<file path="config.mk">
export PLATFORM = sky130hd
export DESIGN_NAME = wb2_load_buffer
export DESIGN_NICKNAME = d
export VERILOG_FILES = /design/src/rtl/wb2_load_buffer.sv
export SDC_FILE = /design/constraint.sdc
export NUM_CORES = 1
export LEC_CHECK = 0
export BUFFER_PORTS_ARGS = -buffer_cell sky130_fd_sc_hd__buf_2
export CAP_MARGIN = 10
export CELL_PAD_IN_SITES_DETAIL_PLACEMENT = 1
export CELL_PAD_IN_SITES_GLOBAL_PLACEMENT = 2
export CORE_MARGIN = 5
export CORE_UTILIZATION = 22
export CTS_CLUSTER_DIAMETER = 150
export CTS_CLUSTER_SIZE = 10
export DETAILED_ROUTE_END_ITERATION = 10
export PLACE_DENSITY = 0.72
export SLEW_MARGIN = 30
export SYNTH_ARGS = -nofsm -noshare
export SYNTH_HDL_FRONTEND = slang
export SYNTH_SLANG_ARGS = --single-unit
</file>
<file path="constraint.sdc">
create_clock -name clk -period 1.7 [get_ports clk]
set_clock_uncertainty 0.05 [all_clocks]
set_input_delay 0.255 -clock clk [delete_from_list [all_inputs] [get_ports clk]]
set_output_delay 0.255 -clock clk [all_outputs]
set_load 0.01 [all_outputs]
</file>
<file path="src/rtl/wb2_load_buffer.sv">
// wb2_load_buffer: one-entry second-writeback buffer for delayed writes.
// It handles loads through a req/gnt/rvalid handshake with data memory, and
// bcnv results through a wait on BNN completion. It extends and aligns the
// returned data, then drives the register file's second write port.
//
// state | meaning
// IDLE  | empty, ready to accept
// REQ   | load request held on memory port until granted
// WAIT  | waiting for mem_rvalid (load) or bnn_done (bcnv)
// WRITE | one-cycle write on the second port; may accept the next op
module wb2_load_buffer (
  input  logic        clk,
  input  logic        reset,
  input  logic        RegWE_W_W,
  input  logic [1:0]  ExPathW,
  input  logic [4:0]  A3_W,
  input  logic [2:0]  funct3W,
  input  logic [31:0] AddrW,
  input  logic        mem_gnt,
  input  logic        mem_rvalid,
  input  logic [31:0] mem_rdata,
  input  logic        bnn_done,
  input  logic [31:0] bnn_result,
  output logic        mem_req,
  output logic [31:0] mem_addr,
  output logic        RegWE_W_W2,
  output logic [4:0]  A4_W2,
  output logic [31:0] WD4_W2,
  output logic [1:0]  ExPathW2,
  output logic        BusyW2
);

  typedef enum logic [1:0] {IDLE, REQ, WAIT, WRITE} state_t;

  localparam logic [1:0] PATH_LOAD = 2'b01;
  localparam logic [1:0] PATH_BCNV = 2'b10;

  state_t      state_q, state_d;
  logic [1:0]  path_q;
  logic [4:0]  dest_q;
  logic [2:0]  funct3_q;
  logic [1:0]  off_q;
  logic [29:0] word_addr_q;
  logic [31:0] wd_q;

  logic        accept;
  logic        capture_load;
  logic        capture_bcnv;
  logic [7:0]  byte_sel;
  logic [15:0] half_sel;
  logic [31:0] load_ext;

  // Only real delayed-write paths are taken; 00/11 never reach this stage.
  assign accept = RegWE_W_W && (state_q == IDLE || state_q == WRITE) &&
                  (ExPathW == PATH_LOAD || ExPathW == PATH_BCNV);

  // Responses from the source not owning the op are ignored.
  assign capture_load = (state_q == WAIT) && (path_q == PATH_LOAD) && mem_rvalid;
  assign capture_bcnv = (state_q == WAIT) && (path_q == PATH_BCNV) && bnn_done;

  // Next-state logic.
  always_comb begin
    state_d = state_q;
    case (state_q)
      IDLE: begin
        if (accept) state_d = (ExPathW == PATH_LOAD) ? REQ : WAIT;
      end
      REQ: begin
        if (mem_gnt) state_d = WAIT;
      end
      WAIT: begin
        if (capture_load || capture_bcnv) state_d = WRITE;
      end
      WRITE: begin
        if (accept) state_d = (ExPathW == PATH_LOAD) ? REQ : WAIT;
        else        state_d = IDLE;
      end
      default: state_d = IDLE;
    endcase
  end

  // Load extension from the live read word using the latched size and offset.
  always_comb begin
    byte_sel = mem_rdata[{off_q, 3'b000} +: 8];
    half_sel = off_q[1] ? mem_rdata[31:16] : mem_rdata[15:0];
    case (funct3_q)
      3'b000:  load_ext = {{24{byte_sel[7]}}, byte_sel};
      3'b001:  load_ext = {{16{half_sel[15]}}, half_sel};
      3'b100:  load_ext = {24'h000000, byte_sel};
      3'b101:  load_ext = {16'h0000, half_sel};
      default: load_ext = mem_rdata;
    endcase
  end

  // State register, op latch on accept, and write data capture.
  always_ff @(posedge clk) begin
    if (reset) begin
      state_q     <= IDLE;
      path_q      <= 2'b00;
      dest_q      <= 5'd0;
      funct3_q    <= 3'b000;
      off_q       <= 2'b00;
      word_addr_q <= 30'd0;
      wd_q        <= 32'd0;
    end else begin
      state_q <= state_d;
      if (accept) begin
        path_q      <= ExPathW;
        dest_q      <= A3_W;
        funct3_q    <= funct3W;
        off_q       <= AddrW[1:0];
        word_addr_q <= AddrW[31:2];
      end
      if (capture_load) wd_q <= load_ext;
      if (capture_bcnv) wd_q <= bnn_result;
    end
  end

  assign mem_req    = (state_q == REQ);
  assign mem_addr   = {word_addr_q, 2'b00};
  assign BusyW2     = (state_q == REQ) || (state_q == WAIT);
  // x0 destinations finish the handshake but never write.
  assign RegWE_W_W2 = (state_q == WRITE) && (dest_q != 5'd0);
  assign A4_W2      = (state_q == IDLE) ? 5'd0 : dest_q;
  assign ExPathW2   = (state_q == IDLE) ? 2'b00 : path_q;
  assign WD4_W2     = wd_q;

  // Upstream must hold the Writeback op steady while this buffer is busy.
  a_dest_stable_while_busy : assert property (
    @(posedge clk) disable iff (reset)
    (BusyW2 && RegWE_W_W && $past(BusyW2 && RegWE_W_W)) |-> $stable(A3_W)
  );

endmodule

</file>
Word-level counts from Yosys, hierarchy flattened
Index checks and enable logic that the tools add are counted.
- bits in registers: 76
- bits in latches: 0
- memory bits (writable): 0
- memory bits (read-only): 0
- input bits: 112
- output and inout bits: 74
- memories: 0
- $add $sub $neg: 0
- multiply operators: 0
- div/mod/pow operators: 0
- order comparisons: 0
- equality and inequality tests: 13
- shift-type cells: 1
- mux-type cells: 12
- bitwise operators: 0
- reduce and logical (&&, ||, !) cells: 16
- operators with widths (kind ; count):
    one-hot mux 32 bit (4 select lines) ; 1
    two-way mux 32 bit ; 2
    variable part select 32 x 6 -> 8 bit ; 1
    two-way mux 16 bit ; 1
    two-way mux 2 bit ; 6
    == test 2 bit (second input constant) ; 4
    one-hot mux 2 bit (4 select lines) ; 1
    logical AND 1 bit ; 7
    == test 2 x 1 -> 1 bit (second input constant) ; 3
    == test 3 bit (second input constant) ; 2
    two-way mux 5 bit ; 1
    nonzero test 5 bit ; 1
    logical OR 1 bit ; 4
    != test 2 bit (second input constant) ; 2
    == test 3 x 1 -> 1 bit (second input constant) ; 1
    logical NOT 3 bit ; 1
    AND reduction 3 bit ; 1
    logical NOT 2 bit ; 1
    != test 2 x 1 -> 1 bit (second input constant) ; 1
    nonzero test 2 bit ; 1

Longest topological paths before layout
- depth after elaboration: 6
- depth in mapped cells: 9
- mapped depth without buffers: 6

Worst setup path after synthesis
OpenSTA, ideal clock, no wires.
- path type: flip-flop to flip-flop
- from: register state_q[0]
- to: register state_q[1]
- arrival: 1.785 ns
- path slack: -0.223 ns
- stages on the path, launching flop included: 8
- path buffers: 1
- period minus slack after synthesis: 1.923 ns
- cell sequence: dfxtp_1 > inv_1 > ha_1 > or3b_1 > buf_2 > a21oi_1 > a21oi_1 > a311oi_2
- cells in the longest elaborated chain, start to end: 6
- elaborated cells between the ends (all ways): 18
- classes of those cells: eq/ne: 6; mux: 2; reduce/logical: 10
- ends and longest elaborated chain (what ; RTL line ; source):
    start, declared ; 38 ; state_t state_q, state_d;
    start signal, assigned ; 106 ; state_q <= state_d;
    == test 2 bit (tied with other cells) ; 54, 64 ;
    logical OR 1 bit (tied with other cells) ; 54 ; assign accept = RegWE_W_W && (state_q == IDLE || state_q == WRITE) &&
    logical AND 1 bit, on equally long branches ; 54, 58, 59 ;
    logical AND 1 bit / logical OR 1 bit (equally long branches) ; 54, 72 ;
    two-way mux 2 bit (tied with other cells) ; 75 ; if (accept) state_d = (ExPathW == PATH_LOAD) ? REQ : WAIT;
    one-hot mux 2 bit (4 select lines) / AND reduction 3 bit (equally long branches) ; n/a ;
Several ways; a longest one is shown, not always the timed one.
A chain may end at the register's enable or synchronous reset.

Final worst setup path
- from: register dest_q[0]
- to: output RegWE_W_W2
- cells in the longest elaborated chain, start to end: 2
- ends and longest elaborated chain (what ; RTL line ; source):
    start, declared ; 40 ; logic [4:0] dest_q;
    start signal, assigned ; 100 ; dest_q <= 5'd0;
    start signal, assigned ; 109 ; dest_q <= A3_W;
    nonzero test 5 bit ; 123 ; assign RegWE_W_W2 = (state_q == WRITE) && (dest_q != 5'd0);
    logical AND 1 bit ; 123 ;
    end, declared ; 26 ; output logic RegWE_W_W2,
No other way between the ends.

==> results.json <==
{
  "status": "finished, violations left",
  "violations": "setup timing",
  "cts_root_buf": "clkbuf_16",
  "maxSlewViolCount": 0,
  "row_count": 48,
  "htreeDepth": 3,
  "layout_commonest_cell": "buf_2",
  "synth_adder_area_share": 0.0164,
  "fp.dieW_um": 142,
  "drt-initial-drc-count": 279,
  "cpPeakStageDelay_ps": 520,
  "tightest_slew_ps": 502,
  "synth-async-reset-ratio": 0,
  "drt-vias-per-instance": 4.86,
  "synthXorXnorAreaFrac": 0,
  "grt_pass1_wl_mm": 24.9,
  "boundaryPins": 186,
  "crit_family": "simple AND/OR/NAND/NOR gates",
  "drv_cap": 0,
  "cp_num_buf_inv": 1,
  "synth_cell_types": 55,
  "cp_slowest_cell": "or4_4",
  "slew_headroom": 0.665,
  "wl_mm": 16.8,
  "regArea_um2": 1540,
  "final_cell_mix": "buf_2 (183), nand2_1 (105), dfxtp_1 (69), a21oi_1 (61), buf_4 (28)",
  "ys_warn_count": 0,
  "area_growth_pct": 51.3,
  "multiInputGateArea_um2": 2220,
  "overflow": 0,
  "synth-seq-area-share": 0.398,
  "synth_edf_count": 0,
  "arrival_ps": 1510,
  "antenna_found_initial": 1,
  "initial_utilization": 0.222,
  "ys_seq_elements": 76,
  "nets": 793,
  "dpl.hpwl_mm": 12.2,
  "p_leak_uw": 0.00254,
  "synth_cells": 482,
  "cts_buffer_depth": 2,
  "max_freq_mhz": 552,
  "hp-class": "in -> reg",
  "drc": 0,
  "crit_fanout": 3,
  "io_buffers": 183,
  "grt.total_usage": 0.153,
  "synth_top_flop_cell": "dfxtp_1",
  "grt_max_degree": 45,
  "drtAntennaViolNets": 0,
  "critPathKind": "reg -> out",
  "fp.dieH_um": 142,
  "synth_top_family_by_area": "compound AO/OA/AOI/OAI gates",
  "avgRoutedWirePerCell_um": 18.5,
  "cts.sinks": 76,
  "hold_viol": 0,
  "finalPower_uw": 6270,
  "firstDrtPassIters": 4,
  "cts_made_buffers": 9,
  "synth_compound_area_frac": 0.284,
  "min_period_ps": 1810,
  "syn_area_um2": 3820,
  "clk_latency_ps": 340,
  "path_clk_slew_ps": 70,
  "die_area_um2": 20100,
  "crit_chain": "or4_4, o21a_1, buf_2",
  "powerDensity_nw_per_um2": 1080,
  "synthMuxAreaShare": 0.0115,
  "required_ps": 1390,
  "setup_ws_ps": -112,
  "setup_violations": 1,
  "core_um2": 17200,
  "timing.final.crit_share": 1.07,
  "vias": 4407,
  "drive_gt1_frac": 0.432,
  "diodes": 0,
  "cts_tree": "done",
  "rsz0062_at_grt": "true",
  "critPathLaunchType": "flop",
  "pre_cts_slack_ps": -101,
  "ir_worst_vdd_uv": 557,
  "first_global_vias": 4656,
  "syn_avg_cell_area_um2": 7.93,
  "crit_path_end_kind": "primary output",
  "place_congestion": 0.814,
  "yosys.area_share.simple": 0.223,
  "fill_cells": 2113
}
==> Yosys cell counts (all sizes together), types with 8 or more instances <==
library cell / count / share of area
dfxtp: 76 / 0.40
nor2b: 21 / 0.034
buf: 18 / 0.028
o211ai: 8 / 0.016
clkbuf: 25 / 0.025
o221ai: 16 / 0.037
and3: 12 / 0.020
inv: 13 / 0.013
o22ai: 8 / 0.013
a21oi: 79 / 0.10
nand2: 106 / 0.10
a211oi: 13 / 0.026
==> worst register-to-register path, cell delays in order, from the launching register on <==
cell	delay [ps]
dfxtp_4	390
inv_4	50
ha_4	210
or3b_4	410
a21oi_4	200
and2_4	170
a311oi_2	80
==> cells by family (layout without fill, tap and decap cells) <==
family,after synthesis,count (layout)
flops,76,76
buf+inv,56,254
simple gates,174,174
fa+ha+maj,5,5
other cells,1,2
compound gates,166,166
mux,4,4
==> metrics by stage <==
stage	util	instances	TNS, ps	cell area, um^2	hold slack (ps)
6_report	0.337	906	-112	5780	89.7
5_1_grt	0.337	906	-652	5780	90.4
4_1_cts	0.321	896	-139	5520	81.1
3_5_place_dp	0.301	880	-2560	5160	395
3_3_place_gp	0.301	880	-616	5160	389
2_1_floorplan	-	483	0	3880	341
==> state kept, by name, summed over array words and instances, names as in the netlist <==
name	cells
state_q	2
funct3_q	3
off_q	2
path_q	2
WD4_W2	32
dest_q	5
word_addr_q	30
==> final cells by class <==
class	count	area share
multi-input cells	351	0.384
flip-flops and latches	76	0.266
well taps	225	0.0487
repair buffers	225	0.239
inverters	13	0.00931
clock buffers	10	0.0413
clock inverters	6	0.0119
==> where the power goes <==
group          internal (uW)  leakage (uW)  switching [uW]
Combinational            977       0.00177            1150
Sequential              1970      0.000621             140
Clock                   1190      0.000150             837
==> per-layer routing <==
metal  share of wire  vias up  global-route usage  wire length [um]
met4          0.0069        2              0.0263               116
met5         0.00042        -                   0                 7
met3           0.068       13              0.0479              1150
li1                -     2115                   -                 -
met1            0.43     2146               0.194              7280
met2            0.49      131               0.260              8200
==> final timing paths <==
| kind | from | depth (start not counted) | endpoint | slack [ps] |
|---|---|---|---|---|
| max | dest_q[0] | 3 | RegWE_W_W2 | -110 |
| min | AddrW[26] | 3 | word_addr_q[24] | 90 |
| max reg2reg | state_q[1] | 6 | state_q[1] | 0 |
| min reg2reg | word_addr_q[20] | 2 | word_addr_q[20] | 400 |
==> what timing repair did <==
item | in CTS | in global routing
pin swaps | 1 | 12
buffers inserted | 0 | 4
hold buffers | 0 | 0
gates resized for setup | 13 | 34
setup endpoints to repair | 48 | 64
cloned | 0 | 6
Note: power is estimated with default switching activity, not from simulation.
